### config.mk
export PLATFORM = sky130hd
export DESIGN_NAME = pacoblaze_scratch_dp
export DESIGN_NICKNAME = d
export VERILOG_FILES = /design/src/rtl/pacoblaze_scratch_pkg.sv /design/src/rtl/pacoblaze_scratch_mem.sv /design/src/rtl/pacoblaze_scratch_dp.sv
export SDC_FILE = /design/constraint.sdc
export NUM_CORES = 1
export LEC_CHECK = 0
export CAP_MARGIN = 20
export CORE_UTILIZATION = 30
export CTS_CLUSTER_DIAMETER = 30
export DETAILED_ROUTE_END_ITERATION = 6
export PLACE_DENSITY = 0.51
export SLEW_MARGIN = 20
export SYNTH_ARGS = -nofsm -noshare
export SYNTH_HDL_FRONTEND = slang
export SYNTH_SLANG_ARGS = --single-unit
### constraint.sdc
create_clock -name clk -period 3.5 [get_ports clk]
set_input_delay 0.525 -clock clk [delete_from_list [all_inputs] [get_ports clk]]
set_output_delay 0.525 -clock clk [all_outputs]
set_load 0.005 [all_outputs]
### src/rtl/pacoblaze_scratch_pkg.sv
// Shared types and default parameter values for the PacoBlaze dual-port scratch-pad.
package pacoblaze_scratch_pkg;

    localparam int DEFAULT_WIDTH          = 8;
    localparam int DEFAULT_DEPTH_LOG2     = 6;
    localparam int DEFAULT_CLEAR_ON_RESET = 1;

    typedef enum logic [1:0] {
        ST_CLEAR,
        ST_IDLE,
        ST_WRITE,
        ST_READ
    } state_t;

endpackage

### src/rtl/pacoblaze_scratch_mem.sv
// Scratch-pad array: combinational port-A read, registered port-B read,
// write priority clear > port A > port B.
module pacoblaze_scratch_mem
    import pacoblaze_scratch_pkg::*;
#(
    parameter int WIDTH      = DEFAULT_WIDTH,
    parameter int DEPTH_LOG2 = DEFAULT_DEPTH_LOG2
) (
    input  logic                  clk,
    input  logic                  reset,
    input  logic                  clear_enable,
    input  logic [DEPTH_LOG2-1:0] clear_address,
    input  logic                  a_write_enable,
    input  logic [DEPTH_LOG2-1:0] a_address,
    input  logic [WIDTH-1:0]      a_data_in,
    output logic [WIDTH-1:0]      a_data_out,
    input  logic                  b_write_enable,
    input  logic [DEPTH_LOG2-1:0] b_write_address,
    input  logic [WIDTH-1:0]      b_write_data,
    input  logic                  b_read_enable,
    input  logic [DEPTH_LOG2-1:0] b_read_address,
    output logic [WIDTH-1:0]      b_read_data
);

    logic [WIDTH-1:0] mem [2**DEPTH_LOG2];

    assign a_data_out = mem[a_address];

    // NOTE: the array itself has no reset so it maps onto RAM primitives;
    // zeroing is done by the clear sequencer one word per cycle instead.
    always_ff @(posedge clk) begin
        if (clear_enable) begin
            mem[clear_address] <= '0;
        end else begin
            if (b_write_enable && !(a_write_enable && a_address == b_write_address))
                mem[b_write_address] <= b_write_data;
            if (a_write_enable)
                mem[a_address] <= a_data_in;
        end
    end

    // NOTE: non-blocking assignment makes the port-B load see the pre-write
    // word when a write to the same address lands on the same edge.
    always_ff @(posedge clk) begin
        if (!reset)
            b_read_data <= '0;
        else if (b_read_enable)
            b_read_data <= mem[b_read_address];
    end

endmodule

### src/rtl/pacoblaze_scratch_dp.sv
// Dual-port scratch-pad top: CPU port A, host burst port B with valid/ready
// handshakes and a wrapping pointer, plus the optional post-reset clear.
module pacoblaze_scratch_dp
    import pacoblaze_scratch_pkg::*;
#(
    parameter int WIDTH          = DEFAULT_WIDTH,
    parameter int DEPTH_LOG2     = DEFAULT_DEPTH_LOG2,
    parameter int CLEAR_ON_RESET = DEFAULT_CLEAR_ON_RESET
) (
    input  logic                  clk,
    input  logic                  reset,
    output logic                  busy,
    input  logic [DEPTH_LOG2-1:0] a_address,
    input  logic                  a_write_enable,
    input  logic [WIDTH-1:0]      a_data_in,
    output logic [WIDTH-1:0]      a_data_out,
    input  logic                  b_start,
    input  logic                  b_write,
    input  logic [DEPTH_LOG2-1:0] b_address,
    input  logic [DEPTH_LOG2-1:0] b_length,
    input  logic                  b_wvalid,
    input  logic [WIDTH-1:0]      b_wdata,
    output logic                  b_wready,
    output logic                  b_rvalid,
    output logic [WIDTH-1:0]      b_rdata,
    input  logic                  b_rready,
    output logic                  b_done
);

    localparam logic [DEPTH_LOG2-1:0] ADDR_ONE = DEPTH_LOG2'(1);
    localparam state_t RESET_STATE = (CLEAR_ON_RESET != 0) ? ST_CLEAR : ST_IDLE;

    state_t                  state, state_next;
    logic [DEPTH_LOG2-1:0]   pointer, remaining, clear_count;
    logic [DEPTH_LOG2-1:0]   read_address;
    logic                    load_burst, read_enable, done_next;
    logic                    write_beat, read_beat;
    logic [WIDTH-1:0]        mem_a_data;

    assign busy       = (state == ST_CLEAR);
    assign b_wready   = (state == ST_WRITE);
    assign b_rvalid   = (state == ST_READ);
    assign write_beat = b_wready && b_wvalid;
    assign read_beat  = b_rvalid && b_rready;
    assign a_data_out = busy ? '0 : mem_a_data;

    // NOTE: every output of this block gets a default first so no path
    // through the case leaves a signal unassigned and infers a latch.
    always_comb begin
        state_next   = state;
        load_burst   = 1'b0;
        read_enable  = 1'b0;
        read_address = pointer + ADDR_ONE;
        done_next    = 1'b0;
        case (state)
            ST_CLEAR: begin
                if (clear_count == '1)
                    state_next = ST_IDLE;
            end
            ST_IDLE: begin
                if (b_start) begin
                    load_burst = 1'b1;
                    if (b_write) begin
                        state_next = ST_WRITE;
                    end else begin
                        state_next   = ST_READ;
                        read_enable  = 1'b1;
                        read_address = b_address;
                    end
                end
            end
            ST_WRITE: begin
                if (write_beat && remaining == '0) begin
                    state_next = ST_IDLE;
                    done_next  = 1'b1;
                end
            end
            ST_READ: begin
                if (read_beat) begin
                    if (remaining == '0) begin
                        state_next = ST_IDLE;
                        done_next  = 1'b1;
                    end else begin
                        read_enable = 1'b1;
                    end
                end
            end
            default: state_next = ST_IDLE;
        endcase
    end

    always_ff @(posedge clk) begin
        if (!reset) begin
            state       <= RESET_STATE;
            clear_count <= '0;
            pointer     <= '0;
            remaining   <= '0;
            b_done      <= 1'b0;
        end else begin
            state  <= state_next;
            b_done <= done_next;
            if (busy)
                clear_count <= clear_count + ADDR_ONE;
            if (load_burst) begin
                pointer   <= b_address;
                remaining <= b_length;
            end else if (write_beat || read_beat) begin
                pointer   <= pointer + ADDR_ONE;
                remaining <= remaining - ADDR_ONE;
            end
        end
    end

    pacoblaze_scratch_mem #(
        .WIDTH      (WIDTH),
        .DEPTH_LOG2 (DEPTH_LOG2)
    ) u_mem (
        .clk             (clk),
        .reset           (reset),
        .clear_enable    (busy),
        .clear_address   (clear_count),
        .a_write_enable  (a_write_enable && !busy),
        .a_address       (a_address),
        .a_data_in       (a_data_in),
        .a_data_out      (mem_a_data),
        .b_write_enable  (write_beat),
        .b_write_address (pointer),
        .b_write_data    (b_wdata),
        .b_read_enable   (read_enable),
        .b_read_address  (read_address),
        .b_read_data     (b_rdata)
    );

endmodule

[Yosys cells after proc, flatten, opt, wreduce, memory -nomap -nowiden]
Memories as Yosys holds them, arrays and structs flattened. A register that Yosys moved wholly into a read port is not among the register bits.
Cells that the tools add are included.
Storage, ports and cells
  register bits: 21
  memories: 1
  input port bits: 41
  output and inout port bits: 20
  bits in writable memories: 512
Memory list
  u_mem.mem: words 64, width 8, rd ports 2, clocked after Yosys merged registers in 1, wr ports 2, RTL line pacoblaze_scratch_mem.sv:25  | logic [WIDTH-1:0] mem [2**DEPTH_LOG2];
Cells by class
  multiplexer cells: 37
  add/sub/neg operators: 3
  reduce and logical (&&, ||, !) cells: 15
  equality and inequality tests: 10
Operator list (count)
  6-bit 2-to-1 mux: 8
  1-bit 2-to-1 mux: 19
  8-bit 2-to-1 mux: 2
  6-bit by 1-bit adder with 6-bit output (second input constant): 2
  2-bit 2-to-1 mux: 5
  2-bit by 1-bit != test with 1-bit output (second input constant): 4
  2-bit case mux with 4 select lines: 1
  8-bit OR reduction: 1
  6-bit == test: 1
  6-bit == test (second input constant): 1
  1-bit logical AND: 6
  6-bit zero test: 1
  6-bit by 1-bit subtractor with 6-bit output (second input constant): 1
  5-bit AND reduction: 1
  2-bit == test (second input constant): 2
  1-bit case mux with 2 select lines: 2
  1-bit zero test: 3
  2-bit by 1-bit == test with 1-bit output (second input constant): 1
  2-bit zero test: 1
  2-bit != test (second input constant): 1
  2-bit nonzero test: 1
  1-bit logical OR: 1

[Longest topological paths before layout]
  depth in word-level cells: 11
  gate-level depth with buffers: 12
  gate-level depth less buffers: 9

[Cells and area by module]
From an unflattened synthesis, not the netlist that was laid out.
Unflattened totals
  cell total of the unflattened synthesis: 3018
  area total of the unflattened synthesis: 32074.5 sq um
By module, submodules not included
  pacoblaze_scratch_mem: area an instance 30788.3 sq um, instances 1, sequential area each 15534.9 sq um, cells each 2853
  pacoblaze_scratch_dp: area an instance 1286.2 sq um, instances 1, sequential area each 420.4 sq um, cells each 165

[Worst setup path after synthesis]
Ideal clock, no wire load.
  path kind: input to register
  from: input port a_address[1]
  to: memory u_mem.mem[26][0] in the netlist's numbering (enable)
  cell stages on the path: 10
  buffers on the path: 3
  slack: 331 ps
  data arrival time: 2793 ps
  required time: 3124 ps
  cell sequence: clkbuf_1 > xor2_1 > nor4_1 > a41oi_1 > buf_2 > buf_4 > mux2_2 > nor2_1 > nand3_1 > o22ai_1
RTL lines
  start: declaration: RTL line pacoblaze_scratch_dp.sv:13  | input logic [DEPTH_LOG2-1:0] a_address,
  end: declaration: RTL line pacoblaze_scratch_mem.sv:25

[Worst setup path after layout]
  from: input port a_address[0]
  to: output port a_data_out[1]
Between the ends
  word-level cells in the longest chain between the ends: 2
Ends and longest elaborated chain
  memory 64 x 8 bit
  8-bit 2-to-1 mux: RTL line pacoblaze_scratch_dp.sv:45  | assign a_data_out = busy ? '0 : mem_a_data;
  end: declaration: RTL line pacoblaze_scratch_dp.sv:16  | output logic [WIDTH-1:0] a_data_out,
Every way passes these cells.

==> impl_metrics.env <==
export IMPL_tritoncts="yes"
export IMPL_route_final_wire_length_um=146000
export IMPL_hold_path_startpoint="b_length[1]"
export IMPL_path_class="input port to output port"
export IMPL_most_frequent_cp_cell="buf_4"
export IMPL_nFillCells=9603
export IMPL_finalHoldViolCount=0
export IMPL_worstSetupStartpointType="input port"
export IMPL_synth_cell_types=66
export IMPL_ff2ff_setup_slack_ns=0.02
export IMPL_violations_in_the_final_reports="setup timing"
export IMPL_max_clock_freq_mhz=284
export IMPL_fraction_of_the_mapped_netlist_area_in_compound_gates_pct=21.8
export IMPL_worst_min_delay_path_class="input port to flip-flop"
export IMPL_cp_num_buf_inv=6
export IMPL_cp_data_arrival_time_ns=3.00
export IMPL_mux_cell_area_share_after_synthesis_pct=5.82
export IMPL_adder_and_majority_gate_portion_of_the_synthesized_area_pct=0.123
export IMPL_crit_start="a_address[0]"
export IMPL_grt_max_degree=65
export IMPL_power_density_cell_area_nw_per_um2=517
export IMPL_ys_warnings_count=0
export IMPL_cts_root_buf="clkbuf_16"
export IMPL_synthCells=3229
export IMPL_critical_path_required_ns=2.97
export IMPL_crit_family="buffers and inverters"
export IMPL_worst_r2r_startpoint="pointer[2]"
export IMPL_timing_max_slew_rel_slack_pct=29.7
export IMPL_grt_use_total_pct=27.8
export IMPL_final_setup_tns_ns=-0.0259
export IMPL_unrepaired_setup_endpoints_after_global_routing="yes"
export IMPL_finalSetupViolCount=1
export IMPL_worstMarginPinSlew_ns=1.05
export IMPL_detailed_route_iter0_violations=4049
export IMPL_numPortBuffers=60
export IMPL_worst_flop_to_flop_path_endpoint="u_mem.b_read_data[7]"
export IMPL_timing_final_crit_share_pct=101
export IMPL_tritoncts_buffer_count=146
export IMPL_initial_core_utilization_pct=30.5
export IMPL_die_area_sq_um=103000
export IMPL_worst_slack_ns=-0.0259
export IMPL_hold_path_depth=3
export IMPL_number_of_buffers_between_clock_root_and_the_deepest_sink=3
export IMPL_cts_sinks=541
export IMPL_synth_seq_area_share_pct=52.1
export IMPL_finalWeightedCongestion=1.01
export IMPL_number_of_global_route_vias_before_repair=27900
export IMPL_synth_ff_type="edfxtp_1"
export IMPL_core_area_sq_um=101000
export IMPL_layout_area_overhead_vs_synth_pct=36.9
export IMPL_asyncSetResetFlopFracSynth_pct=0
export IMPL_clk_pin_slew_worst_paths_ns=0.04
export IMPL_timing_hold_worst_endpoint="remaining[1]"
export IMPL_firstDrtPassIters=6
export IMPL_htree_levels=4
export IMPL_clk_latency_ns=0.74
export IMPL_worst_r2r_cell_count=8
export IMPL_count_of_maximum_capacitance_violations=0
export IMPL_global_route_total_overflow=0
export IMPL_timing_clock_skew_ns=0.0266
export IMPL_post_layout_min_period_ns=3.53
export IMPL_routed_wire_length_per_instance_um=28.6
export IMPL_num_rows=116
export IMPL_p_leak_nw=15.0
export IMPL_main_combinational_cell_family_by_area_after_synthesis="compound AO/OA/AOI/OAI gates"
export IMPL_dp_hpwl_um=104000
export IMPL_grt_antenna_before_repair=4
export IMPL_report_final_slew_viol_count=0
export IMPL_die_w_um=322
export IMPL_nets=3656
export IMPL_postRouteAntennaNets=0
export IMPL_irDropWorstVdd_uv=459
export IMPL_crit_path_max_fanout=26
export IMPL_grt_first_pass_wirelength_um=206000
export IMPL_floorplan_io_pins=61
export IMPL_synth_edff_count=512
export IMPL_post_synth_instance_area_sq_um=30600
export IMPL_layout_drive_gt1_share_pct=24.8
export IMPL_critical_path_slowest_cell="a31oi_2"
export IMPL_cp_slowest_stage_delay_ns=0.54
export IMPL_syn_num_nets=3273
export IMPL_post_place_ws_ns=-1.28
export IMPL_die_height_um=322
export IMPL_critical_path_endpoint_type="output port"
export IMPL_postSynthAreaPerCell_sq_um=9.49
export IMPL_synthXorXnorAreaFrac_pct=0.400
export IMPL_avgViaCountPerCell=5.80
export IMPL_remaining_drc_errors=0
export IMPL_routed_via_count=29500
export IMPL_critical_path_cell_chain="buf_4, buf_4, nor3_4, buf_12, buf_4, a22o_1, a221oi_1, a31oi_2, nor4_4, a21oi_2, buf_4, dlygate4sd2_1"
export IMPL_synth_simple_gate_area_share_pct=15.2
export IMPL_status="finished, violations left"
export IMPL_synth_ff_latch_count=541
-- tightest hold or removal path, stage by stage --
cell and delay (ns):
clkdlybuf4s50_1 0.42, nand2_1 0.07, a21oi_1 0.05
-- per-layer routing --
layer	up-vias	wire, um	global-route usage, %
li1	13000	-	-
met1	14500	62000	38.3
met2	1773	63700	42.2
met3	331	14100	5.67
met4	4	5820	11.3
met5	-	21	0
-- layout make-up --
type | count | area, sq um | area share [%]
clock inverters | 105 | 1300 | 3.10
multi-input cells | 2341 | 14000 | 33.4
repair buffers | 578 | 5160 | 12.3
well taps | 1357 | 1700 | 4.05
diodes | 1 | 2.50 | 0.00597
inverters | 4 | 15.0 | 0.0358
clock buffers | 164 | 3790 | 9.05
flip-flops and latches | 541 | 16000 | 38.0
-- Yosys cell counts (4+ instances only) --
cell type	number	area (sq um)
nand3_1	85	425
a21oi_1	41	205
nand2b_1	7	43.8
a2111oi_0	7	61.3
mux2_2	7	78.8
nand4_1	42	263
or3_1	5	31.3
a221o_1	7	70.1
o22ai_1	71	444
xor2_1	10	87.6
o211ai_1	8	60.1
edfxtp_1	512	15400
a221oi_1	72	631
o21ai_0	529	2650
or2_1	5	31.3
a22oi_1	143	1070
buf_2	28	140
a22o_1	65	569
xnor2_1	4	35.0
nor4_1	18	113
mux2i_1	72	721
inv_1	4	15.0
nor3_1	9	45.0
and2_1	9	56.3
nor2_1	103	387
buf_4	5	37.5
a31oi_1	85	532
mux4_2	39	878
buf_1	29	109
o2111ai_1	8	70.1
nand2_1	821	3080
a32oi_1	15	131
dfxtp_1	29	581
clkbuf_1	277	1040
a311oi_1	5	43.8
-- stage by stage --
stage                     hold slack, ns  utilization, %  power [mW]  instance area (sq um)  instances
after global routing               0.399            41.7        22.2                  41900       5090
final                              0.393            41.7        21.7                  41900       5091
after global placement             0.462            36.0        7.94                  36200       4824
after floorplan                    0.445               -        7.46                  30600       3229
after CTS                          0.365            41.6        21.8                  41900       5092
after detailed placement           0.465            36.0        7.94                  36200       4824
-- logic make-up (layout without fill, tap and decap cells) --
| logic type | count (synthesis) | in the layout |
|---|---|---|
| other cells | 0 | 1 |
| compound gates | 1071 | 1071 |
| xor+xnor | 14 | 14 |
| flops | 541 | 541 |
| buf+inv | 347 | 851 |
| simple gates | 1129 | 1129 |
| mux | 124 | 124 |
| fa+ha+maj | 3 | 3 |
-- how the worst max path moves through the flow --
stage,to,slack (ns),cells past startpoint
2_1_floorplan,u_mem.mem[26][0],0.33,10
4_1_cts,a_data_out[3],-0.11,13
3_3_place_gp,a_data_out[0],-1.26,12
6_report,a_data_out[1],-0.03,12
5_1_grt,a_data_out[3],-0.003,13
3_5_place_dp,a_data_out[0],-1.28,12
-- layout by cell type, fill, tap and decap left out, drive strengths merged, types with 15 or more instances in the layout --
cell           count
a31oi             85
nor2             105
bufinv            22
edfxtp           512
a22o              65
a221oi            72
mux2i             76
o21ai            530
buf              529
clkinv            52
a32oi             15
a21oi             41
nand4             42
nand2            821
nor4              18
clkinvlp          18
mux4              40
clkdlybuf4s50     40
o22ai             71
a22oi            143
inv               17
clkbuf           165
nand3             85
dfxtp             29
-- sequential cells by signal, summed over array words and instances (netlist names) --
| signal | count |
|---|---|
| u_mem.mem | 512 |
| u_mem.b_read_data | 8 |
| clear_count | 6 |
| pointer | 6 |
| remaining | 6 |
| state | 2 |
| b_done | 1 |
-- what timing repair did --
action | CTS | global route
setup endpoints to repair | 8 | 6
hold buffers | 0 | 0
resized for setup | 120 | 18
buffers inserted | 3 | 0
pin swaps | 28 | 7
-- power by group --
| group | internal (mW) | switching (mW) | leakage (nW) |
|---|---|---|---|
| clock | 9.44 | 4.38 | 2.46 |
| sequential | 7.04 | 0.0340 | 5.82 |
| combinational | 0.294 | 0.516 | 6.68 |
| total | 16.8 | 4.93 | 15.0 |
Power figures use the tool's default switching activity.
